<file path="src/rtl/snn_sram_pkg.sv">
// Shared types for the synaptic weight SRAM controller: FSM states, op codes, lane sizing.
package snn_sram_pkg;

  typedef enum logic [1:0] {
    INIT = 2'd0,
    IDLE = 2'd1,
    RD   = 2'd2,
    MOD  = 2'd3
  } state_e;

  localparam logic OP_READ   = 1'b0;
  localparam logic OP_UPDATE = 1'b1;

  // Lane index width; a single-lane word still gets a 1-bit index port.
  function automatic int lane_w(input int data_w, input int weight_w);
    int n;
    n = data_w / weight_w;
    return (n > 1) ? $clog2(n) : 1;
  endfunction

endpackage

</file>
<file path="src/rtl/snn_weight_rmw_ctrl_sat_add.sv">
// Replaces one signed weight lane of a word with the saturated sum lane + delta.
// Purely combinational; other lanes pass through untouched.
module weight_lane_sat_add
  import snn_sram_pkg::*;
#(
  parameter int DATA_WIDTH   = 32,
  parameter int WEIGHT_WIDTH = 8,
  localparam int LANE_W      = lane_w(DATA_WIDTH, WEIGHT_WIDTH)
) (
  input  logic [DATA_WIDTH-1:0]   word_i,
  input  logic [LANE_W-1:0]       lane_i,
  input  logic [WEIGHT_WIDTH-1:0] delta_i,
  output logic [DATA_WIDTH-1:0]   word_o,
  output logic                    sat_o
);

  localparam int NLANES = DATA_WIDTH / WEIGHT_WIDTH;

  logic                    hit;
  logic [WEIGHT_WIDTH-1:0] lane_val;
  logic [WEIGHT_WIDTH:0]   sum;
  logic [WEIGHT_WIDTH-1:0] res;
  logic                    ovf;

  always_comb begin
    hit      = 1'b0;
    lane_val = '0;
    for (int i = 0; i < NLANES; i++) begin
      if (lane_i == LANE_W'(i)) begin
        hit      = 1'b1;
        lane_val = word_i[i*WEIGHT_WIDTH +: WEIGHT_WIDTH];
      end
    end

    // One guard bit: the sum overflowed exactly when the top two bits differ.
    sum = {lane_val[WEIGHT_WIDTH-1], lane_val} + {delta_i[WEIGHT_WIDTH-1], delta_i};
    ovf = sum[WEIGHT_WIDTH] ^ sum[WEIGHT_WIDTH-1];
    if (ovf) begin
      res = sum[WEIGHT_WIDTH] ? {1'b1, {(WEIGHT_WIDTH-1){1'b0}}}
                              : {1'b0, {(WEIGHT_WIDTH-1){1'b1}}};
    end else begin
      res = sum[WEIGHT_WIDTH-1:0];
    end

    word_o = word_i;
    for (int i = 0; i < NLANES; i++) begin
      if (lane_i == LANE_W'(i)) begin
        word_o[i*WEIGHT_WIDTH +: WEIGHT_WIDTH] = res;
      end
    end
    sat_o = hit & ovf;
  end

endmodule

</file>
<file path="src/rtl/snn_weight_rmw_ctrl.sv">
// Owns the weight SRAM port: zero-fill sweep after reset, then one read or lane update at a time.
// Accepted at t: SRAM read at t+1, response or write-back at t+2; req_ready low until t+3, no rsp backpressure.
module snn_weight_rmw_ctrl
  import snn_sram_pkg::*;
#(
  parameter int                    ADDR_WIDTH   = 8,
  parameter int                    DATA_WIDTH   = 32,
  parameter int                    SRAM_DEPTH   = 256,
  parameter int                    WEIGHT_WIDTH = 8,
  parameter logic [DATA_WIDTH-1:0] INIT_VALUE   = '0,
  localparam int                   LANE_W       = lane_w(DATA_WIDTH, WEIGHT_WIDTH)
) (
  input  logic                    CK,
  input  logic                    RST,
  input  logic                    req_valid,
  output logic                    req_ready,
  input  logic                    req_op,
  input  logic [ADDR_WIDTH-1:0]   req_addr,
  input  logic [LANE_W-1:0]       req_lane,
  input  logic [WEIGHT_WIDTH-1:0] req_delta,
  output logic                    rsp_valid,
  output logic [DATA_WIDTH-1:0]   rsp_data,
  output logic                    sat_flag,
  output logic                    init_done,
  output logic                    sram_cs,
  output logic                    sram_we,
  output logic [ADDR_WIDTH-1:0]   sram_a,
  output logic [DATA_WIDTH-1:0]   sram_d,
  input  logic [DATA_WIDTH-1:0]   sram_q
);

  localparam logic [ADDR_WIDTH-1:0] LAST_ADDR = ADDR_WIDTH'(SRAM_DEPTH - 1);

  state_e                  state_q;
  logic [ADDR_WIDTH-1:0]   cnt_q;
  logic                    done_q;
  logic                    op_q;
  logic [ADDR_WIDTH-1:0]   addr_q;
  logic [LANE_W-1:0]       lane_q;
  logic [WEIGHT_WIDTH-1:0] delta_q;
  logic [DATA_WIDTH-1:0]   rsp_q;

  logic [DATA_WIDTH-1:0]   upd_word;
  logic                    upd_sat;

  weight_lane_sat_add #(
    .DATA_WIDTH   (DATA_WIDTH),
    .WEIGHT_WIDTH (WEIGHT_WIDTH)
  ) u_sat_add (
    .word_i  (sram_q),
    .lane_i  (lane_q),
    .delta_i (delta_q),
    .word_o  (upd_word),
    .sat_o   (upd_sat)
  );

  always_ff @(posedge CK) begin
    if (RST) begin
      state_q <= INIT;
      cnt_q   <= '0;
      done_q  <= 1'b0;
      op_q    <= OP_READ;
      addr_q  <= '0;
      lane_q  <= '0;
      delta_q <= '0;
      rsp_q   <= '0;
    end else begin
      unique case (state_q)
        INIT: begin
          cnt_q <= cnt_q + 1'b1;
          if (cnt_q == LAST_ADDR) begin
            state_q <= IDLE;
            done_q  <= 1'b1;
          end
        end
        IDLE: begin
          if (req_valid) begin
            op_q    <= req_op;
            addr_q  <= req_addr;
            lane_q  <= req_lane;
            delta_q <= req_delta;
            state_q <= RD;
          end
        end
        RD: state_q <= MOD;
        MOD: begin
          if (op_q == OP_READ) rsp_q <= sram_q;
          state_q <= IDLE;
        end
        default: state_q <= INIT;
      endcase
    end
  end

  // SRAM side decodes only state and latched request, never req_* directly.
  always_comb begin
    req_ready = 1'b0;
    rsp_valid = 1'b0;
    sat_flag  = 1'b0;
    sram_cs   = 1'b0;
    sram_we   = 1'b0;
    sram_a    = '0;
    sram_d    = '0;
    if (!RST) begin
      unique case (state_q)
        INIT: begin
          sram_cs = 1'b1;
          sram_we = 1'b1;
          sram_a  = cnt_q;
          sram_d  = INIT_VALUE;
        end
        IDLE: req_ready = 1'b1;
        RD: begin
          sram_cs = 1'b1;
          sram_a  = addr_q;
        end
        MOD: begin
          if (op_q == OP_UPDATE) begin
            sram_cs  = 1'b1;
            sram_we  = 1'b1;
            sram_a   = addr_q;
            sram_d   = upd_word;
            sat_flag = upd_sat;
          end else begin
            rsp_valid = 1'b1;
          end
        end
        default: ;
      endcase
    end
  end

  assign init_done = done_q & ~RST;
  assign rsp_data  = RST ? '0 : (rsp_valid ? sram_q : rsp_q);

endmodule
</file>
<file path="config.mk">
export PLATFORM = sky130hd
export DESIGN_NAME = snn_weight_rmw_ctrl
export DESIGN_NICKNAME = d
export VERILOG_FILES = /design/src/rtl/snn_sram_pkg.sv /design/src/rtl/snn_weight_rmw_ctrl_sat_add.sv /design/src/rtl/snn_weight_rmw_ctrl.sv
export SDC_FILE = /design/constraint.sdc
export NUM_CORES = 1
export LEC_CHECK = 0
export CAP_MARGIN = 20
export CORE_UTILIZATION = 43
export DETAILED_ROUTE_END_ITERATION = 16
export PLACE_DENSITY = 0.82
export SLEW_MARGIN = 25
export SYNTH_ARGS = -nofsm -noshare
export SYNTH_HDL_FRONTEND = slang
export SYNTH_HIERARCHICAL = 1
export SYNTH_SLANG_ARGS = --single-unit
</file>
<file path="constraint.sdc">
create_clock -name CK -period 3.55 [get_ports CK]
set_input_delay 0.71 -clock CK [delete_from_list [all_inputs] [get_ports CK]]
set_output_delay 0.71 -clock CK [all_outputs]
set_load 0.02 [all_outputs]
</file>
Yosys cells after proc, flatten, opt, wreduce, memory -nomap -nowiden
Cells that the tools add are included.
{ "word_totals": {"regBits": 62, "inputBits": 54, "output_inout_bits": 78, "elab_cells": 69} }
{ "classes": {"n_addsub": 2, "n_eq_ne": 9, "mux": 38, "n_bitwise": 5, "reduce_logical": 7} }
{ "op_table": {"columns": ["operator", "n"], "rows": [
  ["$mux 32", 5],
  ["$mux 8", 12],
  ["$pmux 8 s3", 1],
  ["$mux 1", 15],
  ["$add 8x8->9", 1],
  ["$add 8x1->8 const B", 1],
  ["$eq 2x2->1 const B", 4],
  ["$eq 8x8->1 const B", 1],
  ["$pmux 2 s4", 1],
  ["$reduce_and 2->1", 4],
  ["$eq 2x1->1 const B", 2],
  ["$logic_not 2->1", 2],
  ["$mux 2", 2],
  ["$ne 2x2->1 const B", 2],
  ["$pmux 1 s2", 2],
  ["$and 1x1->1", 2],
  ["$not 1->1", 2],
  ["$reduce_or 2->1", 1],
  ["$xor 1x1->1", 1]
]} }

Longest topological paths before layout
{ "logic_depth": {"depth_word": 12, "mapped_depth": 12, "ltp_nobuf": 9} }

Cells and area by module
The synthesis kept the hierarchy.
{ "modules_own_cells": {"columns": ["module", "instances", "cells_per_inst", "area_each_um2"], "rows": [
  ["snn_weight_rmw_ctrl", 1, 383, 2854.0],
  ["weight_lane_sat_add", 1, 200, 1381.3]
]} }

Worst setup path before layout
OpenSTA, ideal clock, no wires.
{ "synth_timing": {"path_kind": "register to output", "startpoint": "register lane_q[1]", "endpoint": "output port sram_d[6]", "t_arrival_ps": 3276, "required_time_ps": 2840, "path_slack_ps": -436, "path_stages_with_launch": 12, "path_buffers": 2, "cell_sequence": "dfxtp_1 clkbuf_1 buf_1 mux4_2 ha_1 fa_1 a21o_1 a211oi_1 mux2i_1 nand4_1 nand3_1 and2_1"} }
{ "synth_between": {"elab_chain_len": 12, "word_cells_on_any_way": 16, "classes_between": "add/sub: 1; eq/ne: 3; mux: 10; bitwise: 1; reduce/logical: 1"} }
{ "synth_lines": {"columns": ["item", "line_no", "rtl"], "rows": [
  ["from (decl)", "snn_weight_rmw_ctrl.sv:39", "logic [LANE_W-1:0] lane_q;"],
  ["from (signal assigned)", "snn_weight_rmw_ctrl.sv:80", "lane_q <= req_lane;"],
  ["$logic_not 2->1", "snn_weight_rmw_ctrl_sat_add.sv:29, snn_weight_rmw_ctrl_sat_add.sv:47", null],
  ["$mux 8 (4 in a row)", "snn_weight_rmw_ctrl_sat_add.sv:29", "if (lane_i == LANE_W'(i)) begin"],
  ["$add 8x8->9", "snn_weight_rmw_ctrl_sat_add.sv:36", "sum = {lane_val[WEIGHT_WIDTH-1], lane_val} + {delta_i[WEIGHT_WIDTH-1], delta_i};"],
  ["$mux 8 or $xor 1x1->1 (tied branches)", "snn_weight_rmw_ctrl_sat_add.sv:39, snn_weight_rmw_ctrl_sat_add.sv:37", null],
  ["$mux 8", "snn_weight_rmw_ctrl_sat_add.sv:38", "if (ovf) begin"],
  ["$mux 8 (*)", "snn_weight_rmw_ctrl_sat_add.sv:47", "if (lane_i == LANE_W'(i)) begin"],
  ["net upd_word[6]", "snn_weight_rmw_ctrl.sv:43", "logic [DATA_WIDTH-1:0] upd_word;"],
  ["$mux 32 (*)", "snn_weight_rmw_ctrl.sv:118", "if (op_q == OP_UPDATE) begin"],
  ["$mux 32 (*)", "snn_weight_rmw_ctrl.sv:105", "unique case (state_q)"],
  ["$mux 32 (*)", "snn_weight_rmw_ctrl.sv:104", "if (!RST) begin"],
  ["to (decl)", "snn_weight_rmw_ctrl.sv:28", "output logic [DATA_WIDTH-1:0] sram_d,"]
]} }
Mark *: on every way through the listed nets, which the timed path passes. The rest lies on a longest branch.

Worst setup path in the final report
{ "layout_timing": {"startpoint": "input port sram_q[13]", "endpoint": "output port sram_d[30]"} }
{ "layout_between": {"elab_chain_len": 10, "word_cells_on_any_way": 11, "classes_between": "add/sub: 1; mux: 9; bitwise: 1"} }
{ "layout_lines": {"columns": ["item", "line_no", "rtl"], "rows": [
  ["from (decl)", "snn_weight_rmw_ctrl.sv:29", "input logic [DATA_WIDTH-1:0] sram_q"],
  ["$mux 8 (*) (3 in a row)", "snn_weight_rmw_ctrl_sat_add.sv:29", null],
  ["$add 8x8->9 (*)", "snn_weight_rmw_ctrl_sat_add.sv:36", null],
  ["$mux 8 or $xor 1x1->1 (tied branches)", "snn_weight_rmw_ctrl_sat_add.sv:39, snn_weight_rmw_ctrl_sat_add.sv:37", null],
  ["$mux 8 (*)", "snn_weight_rmw_ctrl_sat_add.sv:38", null],
  ["$mux 8 (*)", "snn_weight_rmw_ctrl_sat_add.sv:47", null],
  ["net upd_word[30]", "snn_weight_rmw_ctrl.sv:43", null],
  ["$mux 32 (*)", "snn_weight_rmw_ctrl.sv:118", null],
  ["$mux 32 (*)", "snn_weight_rmw_ctrl.sv:105", null],
  ["$mux 32 (*)", "snn_weight_rmw_ctrl.sv:104", null]
]} }
Marked as above.

==> flow_metrics.py <==
metrics = {
    "outcome": {
        "status": "finished, violations left",
        "violations": "negative setup slack",
    },
    "synthesis": {
        "netlist_top_cells_area": "dfxtp_1 (29%), nand2_1 (12%), a21oi_1 (12%), and2_1 (5.2%), mux4_2 (4.3%)",
        "postSynthCellCount": 583,
        "postSynthAreaPerCell_um2": 7.26,
        "yosys_most_used_dff": "dfxtp_1",
        "synth.yosys.seq_area_share_pct": 29.3,
        "syn_area_um2": 4240,
        "synth_edf_count": 0,
        "async_reset_ff_share_pct": 0,
        "syn-num-nets": 652,
        "synth.top_cell.area_share_pct": 29.3,
        "yosys_warnings": 6,
        "synth_seq_cells": 62,
        "synthDistinctLibCells": 57,
        "synth_largest_area_cell": "dfxtp_1",
    },
    "pwr": {
        "share_clk_of_total_power_pct": 23.3,
        "total_leakage_power_nw": 2.84,
        "power_frac_seq_pct": 25.7,
        "switching_power_mw": 1.18,
        "p_comb_share_pct": 50.9,
        "netSwitchingFraction_pct": 38.4,
        "power_report.internal_total_mw": 1.90,
        "max-vdd-ir-drop_mv": 0.496,
        "power_density_nw_per_um2": 425,
    },
    "routing": {
        "drt-total-wl_um": 16700,
        "route.detailed.vias_per_inst": 5.73,
        "drc": 0,
        "route.vias.total": 5373,
        "routedWlPerCell_um": 17.8,
        "ant_nets": 0,
        "detail_route.iter0.violations": 356,
        "dr.pass1.iters": 5,
    },
    "cells_and_area": {
        "sequential_cell_area_um2": 1240,
        "final_layout_size_suffix_gt1_share_pct": 32.0,
        "area_growth_syn_to_layout_pct": 71.4,
        "fin_cells": 938,
        "nFillCells": 653,
        "multiInputGateArea_um2": 3240,
        "layout.nets": 871,
        "final_std_cell_area_no_fill_um2": 7260,
        "fin_util_pct": 77.4,
    },
    "global_route": {
        "grt_antenna_before_repair": 1,
        "grt_overflow": 0,
        "grt_start_max_net_pins": 68,
        "grt_pass1_wl_um": 25800,
        "grt_pass1_vias": 5194,
        "track_usage_pct": 32.5,
    },
    "sta": {
        "final.min_clock_period_ns": 4.16,
        "fmaxAchievable_mhz": 240,
        "timing_worst_slew_pin_value_ns": 0.693,
        "timing.clock.skew_ns": 0.0136,
        "slew-limit-headroom_pct": 53.2,
        "max_slew_violations": 0,
        "worst_case_setup_margin_in_the_final_layout_ns": -0.608,
        "hold_viol": 0,
        "finalSetupViolations": 33,
        "fin_crit_sh_pct": 117,
        "setup_repair_after_global_routing_missed_its_margin": "yes",
    },
    "cts": {
        "tritoncts": "done",
        "htree_num_levels": 3,
        "clk_pin_slew_ns": 0.07,
        "numCtsBuffers": 9,
        "cts.sinks": 62,
        "clkLatencyLatePin_ns": 0.35,
        "cts_root_buffer": "clkbuf_8",
        "cts-root-to-sink-buffers": 2,
    },
    "setup_path": {
        "timing.reg2reg.worst_path_depth": 6,
        "cp_data_required_time_ns": 2.84,
        "worst-path-max-fanout": 5,
        "worst_path_max_delay_cell": "mux4_2",
        "cp_cell_sequence": "clkdlybuf4s15_2, mux4_2, ha_4, buf_6, buf_4, and3_4, a211oi_4, mux2i_2, buf_4, nand4_1, nand3_1, and2_4, buf_6",
        "critical_path.startpoint_type": "input pin",
        "worst_ep_arrival_time_ns": 3.45,
        "worst_setup_ep_type": "primary output",
        "setup.worst_path.class": "input pin to primary output",
        "cpPeakStageDelay_ns": 0.54,
    },
    "place": {
        "postPlaceCellArea_um2": 6280,
        "hpwlAfterDp_um": 11500,
        "place.gp.congestion": 0.913,
        "dp_cells": 891,
        "io_buffer_count": 131,
    },
    "die": {
        "dieArea_um2": 10300,
        "io_pins": 132,
        "fp.dieH_um": 101,
        "initial_utilization_pct": 45.2,
        "rows": 35,
        "die-width_um": 101,
        "fp.coreArea_um2": 9370,
    },
    "min_path": {
        "hold_path_class": "flop to flop",
        "worst_hold_path.num_cells": 2,
    },
    "run": {
        "max_cap_viol_count": 0,
    },
}
[routing by layer]
layer	vias up	wire length (um)	track usage [%]
met2	307	8010	53.1
li1	2482	-	-
met4	0	913	19.5
met3	81	1350	7.59
met1	2503	6400	39.0
met5	-	0	0
[state kept, by name, summed over array words and instances (netlist names)]
register  flops
state_q       2
cnt_q         8
lane_q        2
op_q          1
addr_q        8
done_q        1
delta_q       8
rsp_q        32
[worst paths after layout]
path | slack (ns) | end | startpoint
hold / removal | 0.46 | addr_q[5]$_SDFFE_PP0P_ | addr_q[5]$_SDFFE_PP0P_
setup reg to reg | 1.79 | cnt_q[7]$_SDFFE_PP0N_ | state_q[1]$_SDFFE_PP0P_
hold reg to reg | 0.46 | addr_q[5]$_SDFFE_PP0P_ | addr_q[5]$_SDFFE_PP0P_
setup / recovery | -0.61 | sram_d[30] | sram_q[13]
[through the flow]
step | power, mW | TNS [ns] | hold slack (ns) | setup slack [ns]
after floorplan | 1.47 | -0.212 | 0.433 | -0.0619
after global placement | 1.94 | -38.39 | 0.445 | -1.25
after detailed placement | 1.96 | -39.67 | 0.450 | -1.31
after CTS | 2.96 | -13.96 | 0.460 | -0.514
after global routing | 3.22 | -18.24 | 0.492 | -0.660
final | 3.08 | -16.71 | 0.459 | -0.608
[power groups by stage]
stage               Sequential, mW  Combinational (mW)  Clock, mW
floorplan                    0.791               0.675          0
global placement             0.801                1.14          0
detailed placement           0.804                1.16          0
CTS                          0.793                1.45      0.721
global route                 0.801                1.66      0.757
finish                       0.793                1.57      0.719
[synth_stat cells, types with 2 or more instances]
master / number
o221ai_1: 4
or3_1: 4
a211oi_1: 3
a31oi_1: 9
o21ai_1: 3
nand2_1: 135
nor3_1: 6
o21ai_0: 10
nand2b_1: 4
nor2_1: 45
o22ai_1: 2
and2_1: 35
xor2_1: 5
a21boi_0: 2
mux2i_1: 3
buf_2: 16
dfxtp_1: 62
clkbuf_1: 21
nor2b_1: 7
a21o_1: 4
xnor2_1: 4
ha_1: 14
buf_4: 3
a22oi_1: 8
mux4_2: 8
a21oi_1: 98
nand4_1: 14
and3_1: 4
inv_1: 6
buf_1: 2
nand3_1: 8
o211ai_1: 6
inv_2: 2
o31ai_1: 3
[critical path, delay by kind of cell]
kind | cells | cell delay [ns]
AO/OA/AOI/OAI | 1 | 0.34
adder cells (fa/ha/maj) | 1 | 0.30
AND/OR/NAND/NOR | 4 | 0.52
multiplexers | 2 | 0.84
buffers and inverters | 5 | 0.73
[cell usage in the layout, fill, tap and decap left out, types with 3 or more instances in the layout]
master	instances
xor2_1	5
o21ai_2	6
clkdlybuf4s15_1	9
buf_2	4
mux4_2	8
inv_1	6
nand3_1	6
a31oi_1	9
a21oi_1	89
nor2_4	3
clkdlybuf4s50_1	65
nand2b_1	4
o21ai_0	5
ha_1	6
a21oi_4	4
nand4_1	14
dlygate4sd2_1	18
nand2_1	132
o211ai_1	6
clkbuf_8	9
a21oi_2	6
dfxtp_1	61
or3_1	3
a22oi_1	8
nor3_1	3
buf_6	46
nor2b_1	6
buf_4	97
and2_1	30
clkinv_4	3
o221ai_2	4
buf_12	6
and2_4	5
a21o_1	3
nor2_1	40
clkdlybuf4s15_2	4
ha_4	8
xnor2_1	3
[kinds of logic (layout without fill, tap and decap cells)]
logic type                 Yosys count  in the layout  share of synthesized area [%]
xor gates and xnor gates             9              9                           1.86
other                                0              2                              0
DFF                                 62             62                           29.3
adders and majority gates           15             15                           4.61
buffers and inverters               50            274                           5.17
AOI/OAI and AO/OA                  168            168                           25.0
muxes                               11             11                           4.96
and+or+nand+nor                    268            268                           29.1
[cell type report]
class	instances	share of cell area (%)
antenna	2	0.0690
clock buffer	9	1.71
clock inverter	7	1.36
inverter	8	0.414
multi-input combinational	471	44.6
sequential	62	17.2
tap	129	2.22
timing repair buffer	250	32.5
[repair_timing]
item,in CTS,in global routing
pin swaps,48,23
resized for setup,322,20
endpoints found under the setup margin,33,33
cloned,1,0
buffers inserted,24,6
hold buffers,0,0
Note: power is estimated with default switching activity, not from simulation.
